==> src/rtl/serial_sub4_if.sv <==
// serial_sub4_if: operand/request and result bundle for the bit-serial subtractor.
// ovf is present only when SERIAL_SUB_OVF_EN is defined.
interface serial_sub4_if #(
  parameter int WIDTH = 4
);
  logic             start;
  logic [WIDTH-1:0] x;
  logic [WIDTH-1:0] y;
  logic             b_in;
  logic             busy;
  logic             done;
  logic [WIDTH-1:0] diff;
  logic             b_out;
`ifdef SERIAL_SUB_OVF_EN
  logic             ovf;
`endif

  modport master (
    output start, x, y, b_in,
    input  busy, done, diff, b_out
`ifdef SERIAL_SUB_OVF_EN
    , input ovf
`endif
  );

  modport slave (
    input  start, x, y, b_in,
    output busy, done, diff, b_out
`ifdef SERIAL_SUB_OVF_EN
    , output ovf
`endif
  );
endinterface

==> src/rtl/serial_sub4.sv <==
// serial_sub4: bit-serial x - y - b_in, one full-subtractor cell plus borrow FF; SERIAL_SUB_OVF_EN adds signed overflow flag ovf.
// Latency: WIDTH cycles from accepted start to done pulse; back-to-back throughput one op per WIDTH+1 cycles.
// Backpressure: start is sampled only when busy is low (IDLE or the DONE cycle); requests during SHIFT are dropped.
module serial_sub4 #(
  parameter int WIDTH = 4
) (
  input  logic         clk,
  input  logic         rst,
  serial_sub4_if.slave bus
);
  localparam int CW = $clog2(WIDTH);

  typedef enum logic [1:0] {
    IDLE  = 2'd0,
    SHIFT = 2'd1,
    DONE  = 2'd2
  } state_t;

  state_t           state;
  state_t           state_nxt;
  logic [WIDTH-1:0] x_sr;
  logic [WIDTH-1:0] y_sr;
  logic [WIDTH-1:0] d_sr;
  logic [WIDTH-1:0] diff_q;
  logic [CW-1:0]    cnt;
  logic             br;
  logic             b_out_q;
  logic             load;
  logic             last;
  logic             a;
  logic             b;
  logic             d;
  logic             br_nxt;

  assign a      = x_sr[0];
  assign b      = y_sr[0];
  assign d      = a ^ b ^ br;
  assign br_nxt = (~a & b) | (~(a ^ b) & br);

  always_ff @(posedge clk or posedge rst) begin
    if (rst) begin
      state <= IDLE;
    end else begin
      state <= state_nxt;
    end
  end

  always_comb begin
    state_nxt = state;
    load      = 1'b0;
    last      = 1'b0;
    case (state)
      IDLE: begin
        if (bus.start) begin
          load      = 1'b1;
          state_nxt = SHIFT;
        end
      end
      SHIFT: begin
        if (cnt == CW'(WIDTH - 1)) begin
          last      = 1'b1;
          state_nxt = DONE;
        end
      end
      DONE: begin
        // DONE doubles as an accept slot so back-to-back ops lose only one cycle
        if (bus.start) begin
          load      = 1'b1;
          state_nxt = SHIFT;
        end else begin
          state_nxt = IDLE;
        end
      end
      default: state_nxt = IDLE;
    endcase
  end

  always_ff @(posedge clk or posedge rst) begin
    if (rst) begin
      x_sr    <= '0;
      y_sr    <= '0;
      d_sr    <= '0;
      cnt     <= '0;
      br      <= 1'b0;
      diff_q  <= '0;
      b_out_q <= 1'b0;
    end else if (load) begin
      x_sr <= bus.x;
      y_sr <= bus.y;
      d_sr <= '0;
      br   <= bus.b_in;
      cnt  <= '0;
    end else if (state == SHIFT) begin
      x_sr <= x_sr >> 1;
      y_sr <= y_sr >> 1;
      d_sr <= {d, d_sr[WIDTH-1:1]};
      br   <= br_nxt;
      cnt  <= cnt + CW'(1);
      // Result registers only move on the final bit, so a partial result is never visible
      if (last) begin
        diff_q  <= {d, d_sr[WIDTH-1:1]};
        b_out_q <= br_nxt;
      end
    end
  end

`ifdef SERIAL_SUB_OVF_EN
  logic x_msb;
  logic y_msb;
  logic ovf_q;

  always_ff @(posedge clk or posedge rst) begin
    if (rst) begin
      x_msb <= 1'b0;
      y_msb <= 1'b0;
      ovf_q <= 1'b0;
    end else if (load) begin
      x_msb <= bus.x[WIDTH-1];
      y_msb <= bus.y[WIDTH-1];
    end else if (last) begin
      // The final serial bit is the MSB of the difference
      ovf_q <= (x_msb != y_msb) && (d != x_msb);
    end
  end

  assign bus.ovf = ovf_q;
`endif

  assign bus.busy  = (state == SHIFT);
  assign bus.done  = (state == DONE);
  assign bus.diff  = diff_q;
  assign bus.b_out = b_out_q;
endmodule

==> src/flat_wrapper.sv <==
// flat-port wrapper written by rule: the top's interface ports become plain ports
module serial_sub4_flat 
#(
  parameter int WIDTH = 4
)
  (clk, rst, bus_start, bus_x, bus_y, bus_b_in, bus_busy, bus_done, bus_diff, bus_b_out);
  serial_sub4_if #(.WIDTH(WIDTH)) bus_i ();
  input  logic clk;
  input  logic rst;
  input wire logic [$bits(bus_i.start)-1:0] bus_start;
  input wire logic [$bits(bus_i.x)-1:0] bus_x;
  input wire logic [$bits(bus_i.y)-1:0] bus_y;
  input wire logic [$bits(bus_i.b_in)-1:0] bus_b_in;
  output wire logic [$bits(bus_i.busy)-1:0] bus_busy;
  output wire logic [$bits(bus_i.done)-1:0] bus_done;
  output wire logic [$bits(bus_i.diff)-1:0] bus_diff;
  output wire logic [$bits(bus_i.b_out)-1:0] bus_b_out;
  assign bus_i.start = bus_start;
  assign bus_i.x = bus_x;
  assign bus_i.y = bus_y;
  assign bus_i.b_in = bus_b_in;
  assign bus_busy = bus_i.busy;
  assign bus_done = bus_i.done;
  assign bus_diff = bus_i.diff;
  assign bus_b_out = bus_i.b_out;
  serial_sub4 #(.WIDTH(WIDTH)) u_core (.clk(clk), .rst(rst), .bus(bus_i));
endmodule
==> config.mk <==
export PLATFORM = sky130hd
export DESIGN_NAME = serial_sub4_flat
export DESIGN_NICKNAME = d
export VERILOG_FILES = /design/src/rtl/serial_sub4_if.sv /design/src/rtl/serial_sub4.sv /design/src/flat_wrapper.sv
export SDC_FILE = /design/constraint.sdc
export NUM_CORES = 1
export LEC_CHECK = 0
export CORE_ASPECT_RATIO = 0.7
export CORE_MARGIN = 10
export CORE_UTILIZATION = 49
export DETAILED_ROUTE_END_ITERATION = 6
export GPL_ROUTABILITY_DRIVEN = 0
export PLACE_DENSITY = 0.77
export SYNTH_ARGS = -nofsm -noshare
export SYNTH_HDL_FRONTEND = slang
export SYNTH_SLANG_ARGS = --single-unit
==> constraint.sdc <==
create_clock -name clk -period 1.4 [get_ports clk]
set_input_delay 0.28 -clock clk [delete_from_list [all_inputs] [get_ports clk]]
set_output_delay 0.28 -clock clk [all_outputs]
set_load 0.02 [all_outputs]
# [After elaboration in Yosys (flattened, before gate mapping)]
# Index checks and enable logic that the tools add are counted.
[word_totals] reg_bits=22 inputBits=12 output_inout_bits=7
[op_classes] add_sub_neg=1 n_eq_ne=5 mux=18 n_bitwise=8 n_reduce_logical=5
[op_table] cell="two-way mux 4 bit" count=6
[op_table] cell="two-way mux 2 bit" count=4
[op_table] cell="two-way mux 1 bit" count=7
[op_table] cell="one-hot mux 2 bit (3 select lines)" count=1
[op_table] cell="equality test 2 bit (second input constant)" count=2
[op_table] cell="inverter 1 bit" count=3
[op_table] cell="AND reduction 3 bit" count=1
[op_table] cell="adder 2 x 1 -> 2 bit (second input constant)" count=1
[op_table] cell="bitwise AND 1 bit" count=2
[op_table] cell="equality test 2 x 1 -> 1 bit (second input constant)" count=1
[op_table] cell="logical NOT 2 bit" count=1
[op_table] cell="inequality test 2 x 1 -> 1 bit (second input constant)" count=1
[op_table] cell="inequality test 2 bit (second input constant)" count=1
[op_table] cell="AND reduction 2 bit" count=1
[op_table] cell="nonzero test 2 bit" count=1
[op_table] cell="OR reduction 2 bit" count=1
[op_table] cell="bitwise XOR 1 bit" count=2
[op_table] cell="bitwise OR 1 bit" count=1

# [Longest topological paths before layout]
# Gate-level depths: netlist of run 1.
[logic_depth] ltp_word=6 depth_mapped=5

# [Worst setup path before layout of run 1]
# Ideal clock, no wire load.
[synth_path] path_kind="register to register" from="register u_core.x_sr[0]" to="register u_core.diff_q[3], in the netlist u_core.bus.diff[3]" setup_ps=125 t_arrival_ps=1091 required_ps=1275 path_slack_ps=185 stages_incl_launch_ff=3 period_less_slack_ps=1215 path_cell_list="dfrtp_1 -> fa_1 -> mux2_2"
[synth_between] elab_chain_cells=2
[synth_rtl] element="from (decl)" line="serial_sub4.sv:21" source="logic [WIDTH-1:0] x_sr;"
[synth_rtl] element="from (signal assigned)" line="serial_sub4.sv:88" source="x_sr <= bus.x;"
[synth_rtl] element="from (signal assigned)" line="serial_sub4.sv:94" source="x_sr <= x_sr >> 1;"
[synth_rtl] element="bitwise XOR 1 bit (2 in a row)" line="serial_sub4.sv:37" source="assign d = a ^ b ^ br;"
[synth_rtl] element="named net u_core.d" line="serial_sub4.sv:32" source="logic d;"
[synth_rtl] element="to (signal assigned)" line="serial_sub4.sv:101" source="diff_q <= {d, d_sr[WIDTH-1:1]};"
[synth_rtl] element="to (decl)" line="serial_sub4.sv:24" source="logic [WIDTH-1:0] diff_q;"
# The timed path passes the listed nets, and every way through them passes these cells.
# A chain may end at the register's enable or synchronous reset.

# [Worst setup path after layout of run 1]
[layout_path] from="register u_core.state[1]" to="output bus_done"
[layout_between] elab_chain_cells=1
[layout_rtl] element="from (decl)" line="serial_sub4.sv:19" source="state_t state;"
[layout_rtl] element="from (signal assigned)" line="serial_sub4.sv:44" source="state <= state_nxt;"
[layout_rtl] element="equality test 2 bit" line="serial_sub4.sv:130" source="assign bus.done = (state == DONE);"
[layout_rtl] element="to (decl)" line="flat_wrapper.sv:15" source="output wire logic [$bits(bus_i.done)-1:0] bus_done;"
# Every way passes these cells.

==> metrics.txt, run 1 <==
H-tree depth 1; Port-buffer cells 18; TritonCTS Buffers 3; Post-Synth Adder-Cell Area 0.0346; Worst-path clk slew 0.12 ns; pin count of the biggest net entering global routing 22; RSZ-0062 raised after global routing yes; Hold Slack 0.286 ns; Crit. End Element output pin; Net Switching 0.973 mW; row count 13; status finished, final reports clean; All-Layer GR Usage 0.0949; CP Buf/Inv Count 2; DP HPWL 1460 um; Synth area leader dfrtp_1; hold_buf cts 0; simple-gate share of the synthesized area 0.0772; CP Data Required Time about 1.1 ns; power share of the combinational group 0.496; post-synthesis sequential area ratio 0.559; drt pass-1 iters 4; Slowest cell on crit path dfrtp_1; Clock power frac 0.108; FF+latch area 526 sq um; Ys Warns 0; top cells by area, synth dfrtp_1 (56%), mux2_2 (8.4%), a22o_1 (5.6%); I/O pins 19; ys async rst share 1.00; clock sink total 21; most frequent cells after synthesis dfrtp_1 (21), inv_1 (9), a21oi_1 (8); Hold Vio Cnt, Final 0; filler instances ~150; Slew Limit Headroom 0.825; Tmin final roughly 1.4 ns; clk_skew approximately 0.009 ns; Leak 0.631 nW; latest clock arrival within the worst-skew pair approximately 0.3 ns; top-area cell type share of the netlist area 0.559; fin crit share 0.984; Pwr Total around 2.6 mW; number of distinct library cells after synthesis 21; drt total wl roughly 1800 um; Switching Share 0.368; Worst Setup SP u_core.state[1]$_DFFE_PP0P_; Post-Layout Inst Area approximately 1200 sq um; Most used DFF post-synth dfrtp_1; Initial Utilization 0.511; xor-xnor portion of the synthesized cell area 0; most numerous cell in the Yosys netlist dfrtp_1; Fmax 726 MHz; worst stage delay on the critical path 0.40 ns; most frequent CP cell buf_6; Synth Cell Area 940 sq um; Area Overhead vs Synth 30.2%; final design utilization 0.666; ant diodes 0; Reg power frac 0.396; share of post-route cells with drive strength above 1 0.262; final setup vio count 0; vias in the first global route around 660; Compound-Gate Fraction of Synth Area 0.165; Detail Route Antenna Nets 0; CTS root buffer clkbuf_4; final slew viol count 0; critical path type reg -> out; Syn Inst Count 77; Pint between 1.5 and 2 mW; Peak VDD IR about 0.0013 V; #FFs+latches synth 21; routed length per instance about 14 um; vias per std cell 5.03; initial antenna violation count 0; CP arrival approximately 1.1 ns; Core Area about 1800 sq um; PwrDens 2160 nW/um^2; CTS tree built; Post-Syn Nets just over 90; Net count, final about 120; placed cell areas around 1200 sq um; Longest Clk Path Bufs 2; EDFF count, synth 0; post-synthesis mux area share 0.0839; main combinational cell family by area after synthesis compound AO/OA/AOI/OAI gates; startpoint type of the worst setup path flop; Slew @ Worst Pin around 0.26 ns; Avg Cell Area, Syn around 12 sq um; worst min path class in -> async; area of the multi-input gates 339 sq um; critical path's top delay family flip-flops; global-route wire length before repair around 3200 um; 1st-iter DRT viols 25; Remaining Overflow, GRT 0; max cap viols 0; crit-path cells buf_6 -> and2b_1 -> buf_6; Chip Height between 50 and 60 um; largest fanout on the critical path 3; Worst R2R Start u_core.state[1]$_DFFE_PP0P_; drc violations 0; Die Wd 72.3 um; vias post-DR about 650; die area 4100 sq um
path summary, 6_finish.rpt:
check,endpoint,slack (ns),cells after the start
setup / recovery,bus_done,0.02,3
hold / removal,u_core.y_sr[0]$_DFFE_PP0P_,0.29,3
setup reg to reg,u_core.y_sr[2]$_DFFE_PP0P_,0.09,5
hold reg to reg,u_core.bus.b_out$_DFFE_PP0P_,0.51,2
max in group asynchronous,u_core.d_sr[1]$_DFFE_PP0P_,0.89,3
min in group clk,u_core.bus.b_out$_DFFE_PP0P_,0.51,2
kinds of logic after synthesis:
family / after synthesis
AOI/OAI and AO/OA: 24
DFF: 21
buffers and inverters: 14
and+or+nand+nor: 9
muxes: 7
adders and majority gates: 2
area by class of cell:
cell class | count | share of cell area
Sequential cell | 21 | 0.429
Multi-Input combinational cell | 42 | 0.277
Timing Repair Buffer | 30 | 0.218
Inverter | 10 | 0.0307
Tap cell | 22 | 0.0225
Clock buffer | 3 | 0.0184
Clock inverter | 1 | 0.00409
placed cells by master (no fill, tap or decap):
cell              n
dfrtp_1          21
buf_4            12
clkdlybuf4s50_1  11
inv_1             9
a21oi_1           8
mux2_2            7
a22o_1            6
o22ai_1           6
dlygate4sd2_1     5
clkbuf_4          3
and2b_1           2
nand2b_1          2
o21ai_0           2
buf_6             2
nand3b_4          1
nor2_4            1
a21o_1            1
nand2_1           1
inv_2             1
nor2_1            1
nor2b_1           1
a211oi_1          1
fa_1              1
ha_1              1
clkinv_2          1
metal layers:
| metal | vias up | share of wire | GRT usage |
|---|---|---|---|
| li1 | 329 | - | - |
| met1 | 303 | 0.46 | 0.116 |
| met2 | 15 | 0.44 | 0.142 |
| met3 | 2 | 0.092 | 0.0596 |
| met4 | 0 | 0.0044 | 0.00826 |
| met5 | - | 0 | 0 |
registers in the layout, indices dropped and copies added, names as in the netlist:
| name | flops |
|---|---|
| u_core.br | 1 |
| u_core.bus.b_out | 1 |
| u_core.bus.diff | 4 |
| u_core.cnt | 2 |
| u_core.d_sr | 3 |
| u_core.state | 2 |
| u_core.x_sr | 4 |
| u_core.y_sr | 4 |
through the flow:
step	std cells	setup WS [ns]	TNS, ns
floorplan	77	0.185	0
global placement	124	-0.109	-0.632
detailed placement	124	-0.124	-0.995
CTS	129	0.00993	0
global route	129	-0.0305	-0.0474
finish	129	0.0220	0
power groups by stage:
| stage | Clock (mW) | Sequential [mW] | Combinational, mW |
|---|---|---|---|
| 2_1_floorplan | 0 | 1.09 | 0.854 |
| 3_3_place_gp | 0 | 1.05 | 1.33 |
| 3_5_place_dp | 0 | 1.07 | 1.36 |
| 4_1_cts | 0.304 | 1.05 | 1.32 |
| 5_1_grt | 0.319 | 1.09 | 1.45 |
| 6_report | 0.285 | 1.05 | 1.31 |
what timing repair did:
item | 4_1_cts | 5_1_grt
endpoints found under the setup margin | 7 | 2
resized for setup | 16 | 1
cloned | 0 | 0
setup buffers | 2 | 0
tightest hold or removal path: stages:
cell and delay, ns:
clkdlybuf4s50_1 0.40, inv_1 0.05, buf_4 0.26
Note: power is estimated with default switching activity, not from simulation.
==> run 2, diff against run 1 <==
Settings changed: ABC_CLOCK_PERIOD_IN_PS set to 1400, SKIP_CTS_REPAIR_TIMING set to 1.
==> metrics.txt, run 2 (synthesis results as in run 1) <==
placed insts 124 (unchanged); Hold Vio Cnt, Final 0 (unchanged); CTS tree built; Detail Route Antenna Nets 0 (unchanged); 1st-iter DRT viols 29 (+16%); Worst-path clk slew 0.12 ns (about the same); vias post-DR 656 (+1.1%); Chip Height 56.6 um (unchanged); final setup vio count 1 (+1); I/O pins 19 (unchanged); latest clock arrival within the worst-skew pair 0.30 ns (about the same); Slew Limit Headroom 0.825 (about the same); Port-buffer cells 18 (unchanged); Place WS -0.124 ns (unchanged); most frequent cells in the layout dfrtp_1 (21), buf_4 (12), clkdlybuf4s50_1 (11), inv_1 (9), a21oi_1 (8); PwrDens 2160 nW/um^2 (about the same); clk_skew 0.00480 ns (-0.00437 ns); CTS root buffer clkbuf_4; Remaining Overflow, GRT 0 (unchanged); FF+latch area 526 sq um (unchanged); drt pass-1 iters 4 (unchanged); filler instances 144 (-2.0%); routed length per instance 14.4 um (+1.6%); drt total wl 1860 um (+1.6%); drc violations 0 (unchanged); Leak 0.682 nW (+8.2%); startpoint type of the worst setup path flop; critical path type reg -> out; Initial Utilization 0.511 (unchanged); area of the multi-input gates 339 sq um (unchanged); pin count of the biggest net entering global routing 22 (unchanged); Non-Filler Instances 129 (unchanged); Tmin final 1.41 ns (+0.0309 ns); placed cell areas 1190 sq um (unchanged); ant diodes 0 (unchanged); RSZ-0062 raised after global routing yes; CP Data Required Time 1.12 ns (about the same); Net count, final 122 (unchanged); row count 13 (unchanged); fin crit share 1.01 (+0.0221); most frequent CP cell buf_6; Slew @ Worst Pin 0.262 ns (-0.000318 ns); Die Wd 72.3 um (unchanged); DP HPWL 1460 um (unchanged); failing checks setup timing; crit-path cells buf_6 -> and2b_1 -> buf_6; Crit. End Element output pin; Slowest cell on crit path dfrtp_1; clock sink total 21 (unchanged); share of post-route cells with drive strength above 1 0.262 (unchanged); final slew viol count 0 (unchanged); All-Layer GR Usage 0.0949 (unchanged); Fmax 710 MHz (-2.2%); initial antenna violation count 0 (unchanged); max cap viols 0 (unchanged); Longest Clk Path Bufs 2 (unchanged); TritonCTS Buffers 3 (unchanged); Area Overhead vs Synth 32.2%; status finished with violations; Post-Layout Inst Area 1240 sq um (+1.5%); die area 4100 sq um (unchanged); setup ws final -0.00895 ns (-0.0309 ns); vias in the first global route 659 (-0.60%); worst stage delay on the critical path 0.42 ns (+0.02 ns); Core Area 1840 sq um (unchanged); commonest non-fill, non-tap cell in the layout dfrtp_1; largest fanout on the critical path 3 (unchanged); Peak VDD IR 0.00127 V (+1.5%); worst min path class in -> async; vias per std cell 5.09 (+1.1%); global-route wire length before repair 3150 um (unchanged); CP arrival 1.13 ns (+0.03 ns); H-tree depth 1 (unchanged)
-- run 2: cell types whose count changed in the layout (fill, tap and decap cells not counted), sizes merged --
cell / change
dlymetal6s2s: +5
dlygate4sd2: -5
-- run 2: area by class of cell --
class                           count  share of cell area
Inverter                           10              0.0302
Tap cell                           22              0.0222
Timing Repair Buffer               30               0.230
Clock inverter                      1             0.00403
Multi-Input combinational cell     42               0.273
Sequential cell                    21               0.423
Clock buffer                        3              0.0181
-- run 2: worst max-delay path, delay by kind of cell (launching register included) --
| kind | cells | cell delay, ns |
|---|---|---|
| flops | 1 | 0.42 |
| buf+inv | 2 | 0.25 |
| simple gates | 1 | 0.16 |
-- run 2: metrics by stage --
step	setup TNS (ns)	utilization	hold WS [ns]	total power [mW]
after floorplan	0	-	0.257	1.95
after global placement	-0.632	0.649	0.466	2.38
after detailed placement	-0.995	0.649	0.487	2.42
after CTS	-1.79	0.664	0.292	2.72
after global routing	-0.126	0.676	0.301	2.90
final	-0.00895	0.676	0.287	2.68
-- run 2: power by group --
part           internal [mW]  switching (mW)  total, mW
registers              0.883           0.167       1.05
clock network          0.107           0.184      0.290
logic                  0.715           0.629       1.34
total                   1.70           0.980       2.68
-- run 2: worst paths after layout --
| kind | slack (ns) | cells after the start | from | to |
|---|---|---|---|---|
| hold reg to reg | 0.51 | 2 | u_core.bus.b_out$_DFFE_PP0P_ | u_core.bus.b_out$_DFFE_PP0P_ |
| max in group asynchronous | 0.90 | 3 | rst | u_core.cnt[1]$_DFFE_PP0P_ |
| min in group clk | 0.51 | 2 | u_core.bus.b_out$_DFFE_PP0P_ | u_core.bus.b_out$_DFFE_PP0P_ |
| hold / removal | 0.29 | 3 | rst | u_core.y_sr[0]$_DFFE_PP0P_ |
| setup / recovery | -0.009 | 3 | u_core.state[1]$_DFFE_PP0P_ | bus_done |
| setup reg to reg | 0.06 | 5 | u_core.state[1]$_DFFE_PP0P_ | u_core.y_sr[2]$_DFFE_PP0P_ |
-- run 2: layer usage --
metal	vias up	GRT usage	routed length, um
met5	-	0	0
li1	332	-	-
met3	2	0.0596	169
met2	13	0.141	827
met4	0	0.00826	8
met1	309	0.117	858
==> run 3, diff against run 2 <==
Settings changed: CTS_CLUSTER_SIZE set to 28.
==> results of run 3 <==
Same layout as run 2: the final DEF is identical, and so are final timing and power.
==> variant 1 (flow settings as in run 1) <==
Re-encode `state_t` (3 states) as one-hot, 3 bits wide.
--- a/src/rtl/serial_sub4.sv
+++ b/src/rtl/serial_sub4.sv
@@ -12,6 +12,6 @@
 
-  typedef enum logic [1:0] {
-    IDLE  = 2'd0,
-    SHIFT = 2'd1,
-    DONE  = 2'd2
+  typedef enum logic [2:0] {
+    IDLE  = 3'b001,
+    SHIFT = 3'b010,
+    DONE  = 3'b100
   } state_t;
Check against the original RTL: no difference found for any inputs over 10 cycles, from zero or initial values and one cycle with rst high; not proved beyond that.
==> variant 1 against run 1 <==
  * The run now ends with setup timing left
  * Final cell count is 5.4% higher
  * Synthesized area grew 3.7%
  * Wire length up 29%
  * Register-to-register slack worse by 0.32 ns
  * Setup slack worse by 0.26 ns
  * Maximum frequency fell by 16%
  * Critical endpoint is now bus_busy
  * Clock skew hardly changed
  * Sequential cell count increased by 1
  * Power up 5.8%
  * Cell area grew 20%
  * Sequential power fell by 6%
==> variant 1: results (changes against run 1) <==
H-Tree Depth = 1 (unchanged)
# setup viols final = 21 (+21)
Final setup TNS = -3.42 ns (-3.42 ns)
Wire length on met1 = 1010 µm (+20%)
Clock latency on the worst-skew pair = 0.32 ns (+0.02 ns)
Async set or reset register ratio after synthesis = 100% (unchanged)
Nets = 129 (+5.7%)
Share of cells above drive strength 1 = 38.6% (+12 points)
Initial antenna violation count = 0 (unchanged)
Total Wirelength = 2370 µm (+29%)
Worst-margin pin slew = 0.335 ns (+0.0727 ns)
Warnings, synthesis = 0 (unchanged)
CP Data Arrival Time = 1.36 ns (+0.26 ns)
N_diodes = 0 (unchanged)
Reg2reg setup slack = -0.23 ns (-0.32 ns)
Vias per cell = 5.51 (+9.6%)
Clk_skew = 0.00869 ns (-0.000480 ns)
Vias in the first global route = 772 (+16%)
Total nets after synthesis = 91 (unchanged)
Yosys cell types = 24 (+14%)
Hold_ws = 0.213 ns (-0.0731 ns)
CTS clk-pin slew, worst paths = 0.13 ns
Synth top area cells = dfrtp_1, a221o_1, mux2_2
Mapped Cells = 77 (unchanged)
Placed cell count = 124 (unchanged)
Pre-CTS setup slack = -0.392 ns (-0.268 ns)
Pin count of the biggest net entering global routing = 19 (-14%)
DR WL met3 = 122 µm (-28%)
First-pass GRT wire length = 3680 µm (+17%)
Placed Instance Area = 1260 µm² (+5.6%)
Failing checks = setup timing
Crit path max fanout = 3 (unchanged)
Top Metal Used = met4
Worst setup margin = -0.237 ns (-0.259 ns)
1st-iter DRT viols = 31 (+24%)
Tightest Hold Check Type = primary input to asynchronous set/reset pin
Cts bufs inserted = 3 (unchanged)
Routed len/inst = 17.4 µm (+22%)
Root Buffer = clkbuf_4
Met2 Wirelength = 1200 µm (+48%)
First drt pass iteration count = 4 (unchanged)
Sequential share of the synthesized area = 56.6% (+0.69 points)
Status = finished, violations left
DP Wirelength = 1600 µm (+9.9%)
Clk buf depth = 2 (unchanged)
Ys flop type = dfrtp_1
Total GRT Usage = 11.2% (+1.7 points)
Lkg Pwr = 0.000714 µW (+13%)
Max rail drop VDD = 1.51 mV (+20%)
Total power = 2800 µW (+5.8%)
Top post-synthesis cells by count = dfrtp_1, nand2_1, a221o_1, and2_1, a21oi_1
Port bufs = 18 (unchanged)
-- variant 1: layout make-up --
class	count	area (µm²)
clock inverters	1	30.0
multi-input cells	47	435
well taps	22	27.5
inverters	5	26.3
fillers	116	405
repair buffers	36	372
flip-flops and latches	22	552
clock buffers	3	22.5
-- variant 1: logic make-up (layout without fill, tap and decap cells) --
group	count (synthesis)	after routing	synth area share (%)
compound gates	17	17	15.7
mux	4	4	4.62
xor+xnor	2	2	1.80
fa+ha+maj	2	2	3.34
flops	22	22	56.6
buf+inv	8	45	5.13
simple gates	22	22	12.8
-- variant 1: report_power, final --
part | leakage (µW) | switching [µW] | internal [µW] | total, µW
clock network | 0.0000279 | 202 | 290 | 492
logic | 0.000399 | 593 | 726 | 1320
registers | 0.000287 | 133 | 856 | 990
-- variant 1: path summary, 6_finish.rpt --
| kind | from | endpoint | cells after the start |
|---|---|---|---|
| min | rst | u_core.y_sr[1] | 2 |
| max reg2reg | u_core.state[0] | u_core.br | 6 |
| max | u_core.state[0] | bus_busy | 3 |
| min reg2reg | u_core.bus.diff[2] | u_core.bus.diff[2] | 1 |
| min in group clk | u_core.bus.diff[2] | u_core.bus.diff[2] | 1 |
| max in group asynchronous | rst | u_core.br | 3 |
-- variant 1: what timing repair did --
item                       4_1_cts  5_1_grt
buffers inserted                 6        5
setup endpoints to repair       28       24
hold buffers                     0        0
pin swaps                        6        4
resized for setup               32       11
-- variant 1: layer usage --
| layer | up-vias | track usage, % |
|---|---|---|
| met4 | 0 | 5.04 |
| li1 | 351 | - |
| met2 | 17 | 18.1 |
| met3 | 4 | 3.97 |
| met1 | 378 | 13.1 |
| met5 | - | 0 |
-- variant 1: critical path: stages, from the launching register on --
cell and delay (ns):
dfstp_2 0.40, or3b_4 0.43, inv_8 0.07, buf_4 0.13
==> variant 2 (settings of run 1) <==
Made on the original files. `WIDTH` is set to 4 in 3 places; all go to 8.
--- a/src/rtl/serial_sub4_if.sv
+++ b/src/rtl/serial_sub4_if.sv
@@ -3,3 +3,3 @@
 interface serial_sub4_if #(
-  parameter int WIDTH = 4
+  parameter int WIDTH = 8
 );
--- a/src/rtl/serial_sub4.sv
+++ b/src/rtl/serial_sub4.sv
@@ -4,3 +4,3 @@
 module serial_sub4 #(
-  parameter int WIDTH = 4
+  parameter int WIDTH = 8
 ) (
--- a/src/flat_wrapper.sv
+++ b/src/flat_wrapper.sv
@@ -3,3 +3,3 @@
 #(
-  parameter int WIDTH = 4
+  parameter int WIDTH = 8
 )
Interface: changed (resized bus_diff, bus_x and bus_y); port bits go from 19 to 31. The function was not compared with the original's and may differ.
==> variant 2 against run 1 <==
  * Sequential power up 85%
  * Sequential cell count up 17
  * Clock skew down 0.0055 ns
  * Sequential share of layout area down 2.0 points
  * Cell area up 90%
  * Clock power rose to 3.0 times the old value
  * Non-clock buffer count up 17
  * First-iteration DRC count rose to 3.0 times the old value
  * Setup slack worse by 0.013 ns
  * Synthesized area up 86%
  * Power up 88%
  * Wire length up 100%
  * Critical endpoint is now u_core.cnt[2]
  * Largest cell class unchanged
==> variant 2: results (changes against run 1) <==
Status = completed
Total GRT Usage = 12.6% (+3.1 points)
Met3 Usage GRT = 4.59% (-1.4 points)
Plain + repair buffers = 47 (+57%)
DR WL met3 = 141 µm (-17%)
FF+latch area = 951 µm² (+81%)
Share of cells above drive strength 1 = 23.3% (-2.9 points)
Switching share of total power = 35.9% (-0.92 points)
Multi-input logic area = 753 µm² (+120%)
Yosys cell types = 26 (+24%)
Wire length on met1 = 1680 µm (+99%)
Top post-synthesis cells by count = dfrtp_1, nor2b_1, a21oi_1, mux2i_1
Row Count = 18 (+5)
Inverters = 5 (-5)
Met2 Wirelength = 1850 µm (+130%)
Synth top area cells = dfrtp_1, mux2i_1, mux2_2
Cts bufs inserted = 5 (+2)
Max rail drop VDD = 0.949 mV (-24%)
Port bufs = 30 (+12)
First-pass GRT wire length = 6490 µm (+110%)
Pre-CTS setup slack = -0.170 ns (-0.0464 ns)
Clock buf/inv share = 4.74% (+2.5 points)
Total nets after synthesis = 171 (+88%)
Root Buffer = clkbuf_8
FF+latch count, synth = 38 (+81%)
Filler instances = 273 (+86%)
DP Wirelength = 2650 µm (+81%)
CTS clk-pin slew, worst paths = 0.07 ns (-0.05 ns)
Met2 Resource Use GR = 18.9% (+4.7 points)
Data buffer area share = 18.4% (-3.4 points)
Complex-gate fraction of the synthesized area = 14.3% (-2.2 points)
Lkg Pwr = 0.00106 µW (+68%)
Mux contribution to synthesized area = 12.9% (+4.5 points)
Sequential share of cell area = 40.9% (-2.0 points)
Sequential share of the synthesized area = 54.3% (-1.6 points)
H-Tree Depth = 2 (+1)
## variant 2: final timing paths
path	start	end	slack, ns	cells past startpoint
min in group clk	u_core.bus.diff[0]	u_core.bus.diff[0]	0.50	1
worst max register to register	u_core.cnt[0]	u_core.cnt[2]	0.009	4
worst min register to register	u_core.bus.diff[0]	u_core.bus.diff[0]	0.50	1
max in group asynchronous	rst	u_core.x_sr[1]	0.88	3
worst min-delay path	rst	u_core.bus.diff[0]	0.33	3
worst max-delay path	u_core.cnt[0]	u_core.cnt[2]	0.009	4
## variant 2: power by group through the flow
stage               Combinational (µW)  Sequential (µW)  Clock (µW)
floorplan                         1360             2010           0
global placement                  2030             1920           0
detailed placement                2150             1960           0
CTS                               2140             1940         888
global route                      2430             2010         941
finish                            2160             1940         863
## variant 2: what timing repair did
action,4_1_cts,5_1_grt
pin swaps,2,0
hold buffers,0,0
setup endpoints to repair,17,20
cloned,1,0
resized for setup,19,4
setup buffers,2,1
